<file path="src/rtl/p2_eval_sequencer.sv">
// p2_eval_sequencer: grades a small asynchronous 2-in/1-out logic cell.
// It drives each input vector in turn and waits a settling window. It then
// samples the synchronized cell output over a fixed window and grades the
// majority value against EXPECTED. It reports score, stability mask and the
// observed truth table.
//
// Optional feature: define P2_TESTER_TOGGLE_EN to count output transitions
// seen during sample windows (saturating 16-bit). Otherwise toggles is 0.
//
// Ports:
//   clk       in   clock for all logic
//   reset     in   synchronous, active-high
//   start     in   run a full evaluation (accepted only when idle)
//   dut_in    out  [1:0] input vector applied to the cell
//   dut_out   in   cell output, asynchronous to clk
//   busy      out  high from start acceptance through the last EVAL
//   done      out  one-cycle pulse when results are valid
//   result    out  [3:0] majority sampled value per vector
//   unstable  out  [3:0] output changed inside the vector's sample window
//   score     out  [2:0] number of vectors graded correct (0..4)
//   toggles   out  [15:0] transition count (0 unless feature enabled)
module p2_eval_sequencer #(
  parameter int unsigned SETTLE_CYCLES = 16,
  parameter int unsigned SAMPLE_CYCLES = 32,
  parameter logic [3:0]  EXPECTED      = 4'b0110
) (
  input  logic        clk,
  input  logic        reset,
  input  logic        start,
  output logic [1:0]  dut_in,
  input  logic        dut_out,
  output logic        busy,
  output logic        done,
  output logic [3:0]  result,
  output logic [3:0]  unstable,
  output logic [2:0]  score,
  output logic [15:0] toggles
);

  localparam int unsigned CNT_MAX = (SETTLE_CYCLES > SAMPLE_CYCLES) ? SETTLE_CYCLES : SAMPLE_CYCLES;
  localparam int unsigned CNT_W   = $clog2(CNT_MAX + 1);
  localparam int unsigned ONES_W  = $clog2(SAMPLE_CYCLES + 1);

  typedef enum logic [2:0] {
    S_IDLE,
    S_SETTLE,
    S_SAMPLE,
    S_EVAL,
    S_DONE
  } state_t;

  state_t            state_q, state_d;
  logic [CNT_W-1:0]  cnt_q, cnt_d;
  logic [ONES_W-1:0] ones_q, ones_d;
  logic              fail_q, fail_d;
  logic              prev_q, prev_d;
  logic [1:0]        sync_q;
  logic [1:0]        dut_in_q, dut_in_d;
  logic              busy_q, busy_d;
  logic              done_q, done_d;
  logic [3:0]        result_q, result_d;
  logic [3:0]        unstable_q, unstable_d;
  logic [2:0]        score_q, score_d;

  logic s;
  logic changed;
  logic majority;

  assign s = sync_q[1];
  // First sample of a window (cnt_q == 0) has no predecessor to compare.
  assign changed  = (cnt_q != '0) && (s != prev_q);
  // Strict majority; an exact tie grades as 0.
  assign majority = {ones_q, 1'b0} > (ONES_W + 1)'(SAMPLE_CYCLES);

  // State register, synchronizer and result registers.
  always_ff @(posedge clk) begin
    if (reset) begin
      state_q    <= S_IDLE;
      cnt_q      <= '0;
      ones_q     <= '0;
      fail_q     <= 1'b0;
      prev_q     <= 1'b0;
      sync_q     <= 2'b00;
      dut_in_q   <= 2'b00;
      busy_q     <= 1'b0;
      done_q     <= 1'b0;
      result_q   <= 4'b0000;
      unstable_q <= 4'b0000;
      score_q    <= 3'd0;
    end else begin
      state_q    <= state_d;
      cnt_q      <= cnt_d;
      ones_q     <= ones_d;
      fail_q     <= fail_d;
      prev_q     <= prev_d;
      sync_q     <= {sync_q[0], dut_out};
      dut_in_q   <= dut_in_d;
      busy_q     <= busy_d;
      done_q     <= done_d;
      result_q   <= result_d;
      unstable_q <= unstable_d;
      score_q    <= score_d;
    end
  end

  // Next-state and datapath.
  always_comb begin
    state_d    = state_q;
    cnt_d      = cnt_q;
    ones_d     = ones_q;
    fail_d     = fail_q;
    prev_d     = prev_q;
    dut_in_d   = dut_in_q;
    result_d   = result_q;
    unstable_d = unstable_q;
    score_d    = score_q;

    unique case (state_q)
      S_IDLE: begin
        if (start) begin
          state_d    = S_SETTLE;
          cnt_d      = '0;
          ones_d     = '0;
          fail_d     = 1'b0;
          dut_in_d   = 2'd0;
          result_d   = 4'b0000;
          unstable_d = 4'b0000;
          score_d    = 3'd0;
        end
      end
      S_SETTLE: begin
        if (cnt_q == CNT_W'(SETTLE_CYCLES - 1)) begin
          state_d = S_SAMPLE;
          cnt_d   = '0;
        end else begin
          cnt_d = cnt_q + CNT_W'(1);
        end
      end
      S_SAMPLE: begin
        ones_d = ones_q + ONES_W'(s);
        prev_d = s;
        if (changed) fail_d = 1'b1;
        if (cnt_q == CNT_W'(SAMPLE_CYCLES - 1)) begin
          state_d = S_EVAL;
          cnt_d   = '0;
        end else begin
          cnt_d = cnt_q + CNT_W'(1);
        end
      end
      S_EVAL: begin
        result_d[dut_in_q]   = majority;
        unstable_d[dut_in_q] = fail_q;
        if (!fail_q && (majority == EXPECTED[dut_in_q])) score_d = score_q + 3'd1;
        ones_d = '0;
        fail_d = 1'b0;
        cnt_d  = '0;
        if (dut_in_q == 2'd3) begin
          state_d = S_DONE;
        end else begin
          state_d  = S_SETTLE;
          dut_in_d = dut_in_q + 2'd1;
        end
      end
      S_DONE: begin
        state_d = S_IDLE;
      end
      default: begin
        state_d = S_IDLE;
      end
    endcase

    busy_d = (state_d == S_SETTLE) || (state_d == S_SAMPLE) || (state_d == S_EVAL);
    done_d = (state_d == S_DONE);
  end

`ifdef P2_TESTER_TOGGLE_EN
  logic [15:0] toggles_q, toggles_d;
  logic        tgl_clr_c;
  logic        tgl_inc_c;

  assign tgl_clr_c = (state_q == S_IDLE) && start;
  assign tgl_inc_c = (state_q == S_SAMPLE) && changed;

  // Saturating transition counter, summed over all vectors of a run.
  always_comb begin
    toggles_d = toggles_q;
    if (tgl_clr_c) begin
      toggles_d = 16'h0000;
    end else if (tgl_inc_c && (toggles_q != 16'hFFFF)) begin
      toggles_d = toggles_q + 16'd1;
    end
  end

  always_ff @(posedge clk) begin
    if (reset) toggles_q <= 16'h0000;
    else       toggles_q <= toggles_d;
  end

  assign toggles = toggles_q;
`else
  assign toggles = 16'h0000;
`endif

  assign dut_in   = dut_in_q;
  assign busy     = busy_q;
  assign done     = done_q;
  assign result   = result_q;
  assign unstable = unstable_q;
  assign score    = score_q;

endmodule

</file>
<file path="config.mk">
export PLATFORM = sky130hd
export DESIGN_NAME = p2_eval_sequencer
export DESIGN_NICKNAME = d
export VERILOG_FILES = /design/src/rtl/p2_eval_sequencer.sv
export SDC_FILE = /design/constraint.sdc
export NUM_CORES = 1
export LEC_CHECK = 0
export BUFFER_PORTS_ARGS = -buffer_cell sky130_fd_sc_hd__buf_2
export CAP_MARGIN = 10
export CORE_MARGIN = 1.5
export CORE_UTILIZATION = 40
export DETAILED_ROUTE_END_ITERATION = 12
export SYNTH_ARGS = -nofsm -noshare
export SYNTH_HDL_FRONTEND = slang
export SYNTH_SLANG_ARGS = --single-unit
export TNS_END_PERCENT = 30
</file>
<file path="constraint.sdc">
create_clock -name clk -period 2.26 [get_ports clk]
set_input_delay 0.339 -clock clk [delete_from_list [all_inputs] [get_ports clk]]
set_output_delay 0.339 -clock clk [all_outputs]
set_load 0.005 [all_outputs]
</file>
==> results.yml <==
status:
  status: "finished, final reports clean"
route:
  wirelength_um: 3222
  first_pass_iters: 4
  ant_nets: 0
  viasPerCell: 5.045
  drtIter0Drc: 81
  vias: 1332
  wire_per_inst_um: 12.20
  route.detailed.drc: 0
worst_setup_path:
  rr_worst_depth: 6
  critical_path_depth: 6
  arrival_ns: 2.04
  endpoint_kind: "register"
  critical_path.top_delay_family: "simple AND/OR/NAND/NOR gates"
  slowest_delay_ns: 0.41
  criticalPathCategory: "reg -> reg"
  startpoint_type: "register"
  cp.required_ns: 2.41
  cp_slowest_cell: "dfxtp_1"
  cp_max_fo: 6
  path_cells: "inv_1 -> ha_1 -> or3_4 -> and2_1 -> o311ai_1 -> a21oi_1"
  path_buf_inv: 1
global_routing:
  grt_antenna_before_repair: 0
  grt_pass1_vias: 1164
  gr-total-overflow: 0
  grt_pass1_wl_um: 5457
  grt_use_total: 0.1594
  grt_max_degree: 22
synthesis:
  ys_ff_latch: 34
  yosysUniqueCellTypes: 39
  yosysWarnings: 0
  synthCells: 192
  syn_area_um2: 1707
  synth-edff-count: 0
  ys_seq_area_frac: 0.3988
  avgSynthCellArea_um2: 8.889
  ys_async_sr_fraction: 0
  synth_top_flop_cell: "dfxtp_1"
clock_tree:
  cts_made_buffers: 5
  cts.clk_slew.worst_paths_ns: 0.07
  ctsResizeCount: 0
  cts_root_buf: "clkbuf_8"
  post-cts-setup-buffer-count: 0
  ctsHoldBuffers: 0
  h-tree-depth: 2
  cts_buffer_depth: 2
  clock_latency_ns: 0.28
  cts.sinks: 34
  cts_tree: "done"
sta:
  slew-limit-headroom: 0.5554
  tns_ns: 0
  final.setup.worst_slack_ns: 0.3760
  max_clock_freq_ghz: 0.5308
  slew_viol_final: 0
  min_period_over_period: 0.8336
  finalHoldViolCount: 0
  setup_viol: 0
  worstMarginPinSlew_ns: 0.6669
  clock-skew-final_ns: 0.005019
  rsz0062_at_grt: "no"
  min_period_ns: 1.884
hold_path:
  hold_path.class: "in -> reg"
  hold_path_depth: 2
flow_run:
  maxCapViolations: 0
floorplan:
  dieWidth_um: 68.32
  core_area_um2: 4058
  rows: 23
  initial_utilization: 0.4206
  die_area_um2: 4668
  ioPinCount: 35
  dieHeight_um: 68.32
power:
  p_sw_w: 0.0002668
  p_int_w: 0.001100
  pwr-share-seq: 0.450
  powerDensity_nw_per_um2: 706.8
  total_power_w: 0.001366
  clkPwrFrac: 0.500
  sw_frac_of_total: 0.1953
  peakVddDrop_uv: 413.1
  power_frac_comb: 0.050
  leakage_nw: 0.7980
place:
  dpl_worst_slack_ns: 0.3904
  place.gp.congestion: 0.8579
  place_inst: 256
  portBuffers: 18
  place_area_um2: 1790
  hpwlAfterDp_um: 2328
finish:
  nFillCells: 407
  area_growth_pct: 13.27
  nets: 226
  layout_commonest_cell: "dfxtp_1"
  n_antenna_cell: 0
  finalNonFillerCells: 264
  final_area_um2: 1933
  drive_gt1_frac: 0.1542
  mostFrequentLayoutCells: "dfxtp_1 (34), nor2_1 (26), buf_2 (18)"
==> cell families (layout without fill, tap and decap cells) <==
logic type      count (synthesis)  in the layout  share of synthesized area
simple gates                   68             68                     0.2060
compound gates                 40             40                     0.1657
flops                          34             34                     0.3988
buf+inv                        28             35                    0.09751
fa+ha+maj                       9              9                    0.06598
xor+xnor                        9              9                    0.04618
mux                             3              3                    0.01760
other cells                     1             16                   0.002197
==> cells in the mapped netlist (2+ instances only) <==
cell | number | area (um2)
dfxtp_1 | 34 | 680.7
nor2_1 | 26 | 97.59
buf_4 | 16 | 120.1
a21oi_1 | 15 | 75.07
ha_1 | 9 | 112.6
a32oi_1 | 8 | 70.07
nand2_1 | 8 | 30.03
inv_1 | 7 | 26.28
o21ai_0 | 6 | 30.03
xor2_1 | 5 | 43.79
clkbuf_1 | 4 | 15.01
nand3_1 | 4 | 20.02
nor3_1 | 4 | 20.02
xnor2_1 | 4 | 35.03
and3_1 | 3 | 18.77
mux2i_1 | 3 | 30.03
nand2b_1 | 3 | 18.77
nand3b_1 | 3 | 22.52
nor2b_1 | 3 | 18.77
nor3b_1 | 3 | 22.52
o311ai_1 | 3 | 26.28
and2_1 | 2 | 12.51
nand4_1 | 2 | 12.51
or2_2 | 2 | 12.51
==> power by group through the flow <==
stage / clock (W) / sequential (W) / combinational [W]
finish: 0.000683 / 0.000614 / 0.0000686
global route: 0.000736 / 0.000615 / 0.0000813
CTS: 0.000702 / 0.000614 / 0.0000689
detailed placement: 0 / 0.000628 / 0.0000687
global placement: 0 / 0.000628 / 0.0000680
floorplan: 0 / 0.000626 / 0.0000724
==> sequential cells by signal, indices dropped and copies added (netlist names) <==
name	cells
dut_in	2
ones_q	6
result	4
done	1
fail_q	1
cnt_q	6
score	3
sync_q	2
state_q	3
prev_q	1
unstable	4
busy	1
==> through the flow <==
step           utilization  hold WS [ns]
2_1_floorplan            -        0.4138
3_5_place_dp        0.4413        0.4558
4_1_cts             0.4764        0.2539
3_3_place_gp        0.4413        0.4480
6_report            0.4764        0.2593
5_1_grt             0.4764        0.2712
==> path summary, 6_finish.rpt <==
| kind | startpoint | to | slack, ns |
|---|---|---|---|
| setup / recovery | dut_in[0] | score[0] | 0.38 |
| setup reg to reg | dut_in[0] | score[0] | 0.38 |
| hold / removal | dut_out | sync_q[0] | 0.26 |
| hold reg to reg | sync_q[0] | sync_q[1] | 0.47 |
==> cell type report <==
type,count,area (um2),area share
Clock buffer,6,82.58,0.04272
Clock inverter,2,60.06,0.03107
Inverter,7,26.28,0.01359
Multi-Input combinational cell,145,915.9,0.4738
Sequential cell,34,680.7,0.3521
Tap cell,50,62.56,0.03236
Timing Repair Buffer,20,105.1,0.05437
==> routing by layer <==
metal	GRT usage	vias to the layer above	part of all wire
met1	0.2228	612	0.50
met5	0	-	0
met4	0.06750	0	0.011
met2	0.2282	31	0.45
met3	0.04441	4	0.040
li1	-	685	-
(Power assumes the default switching activity.)
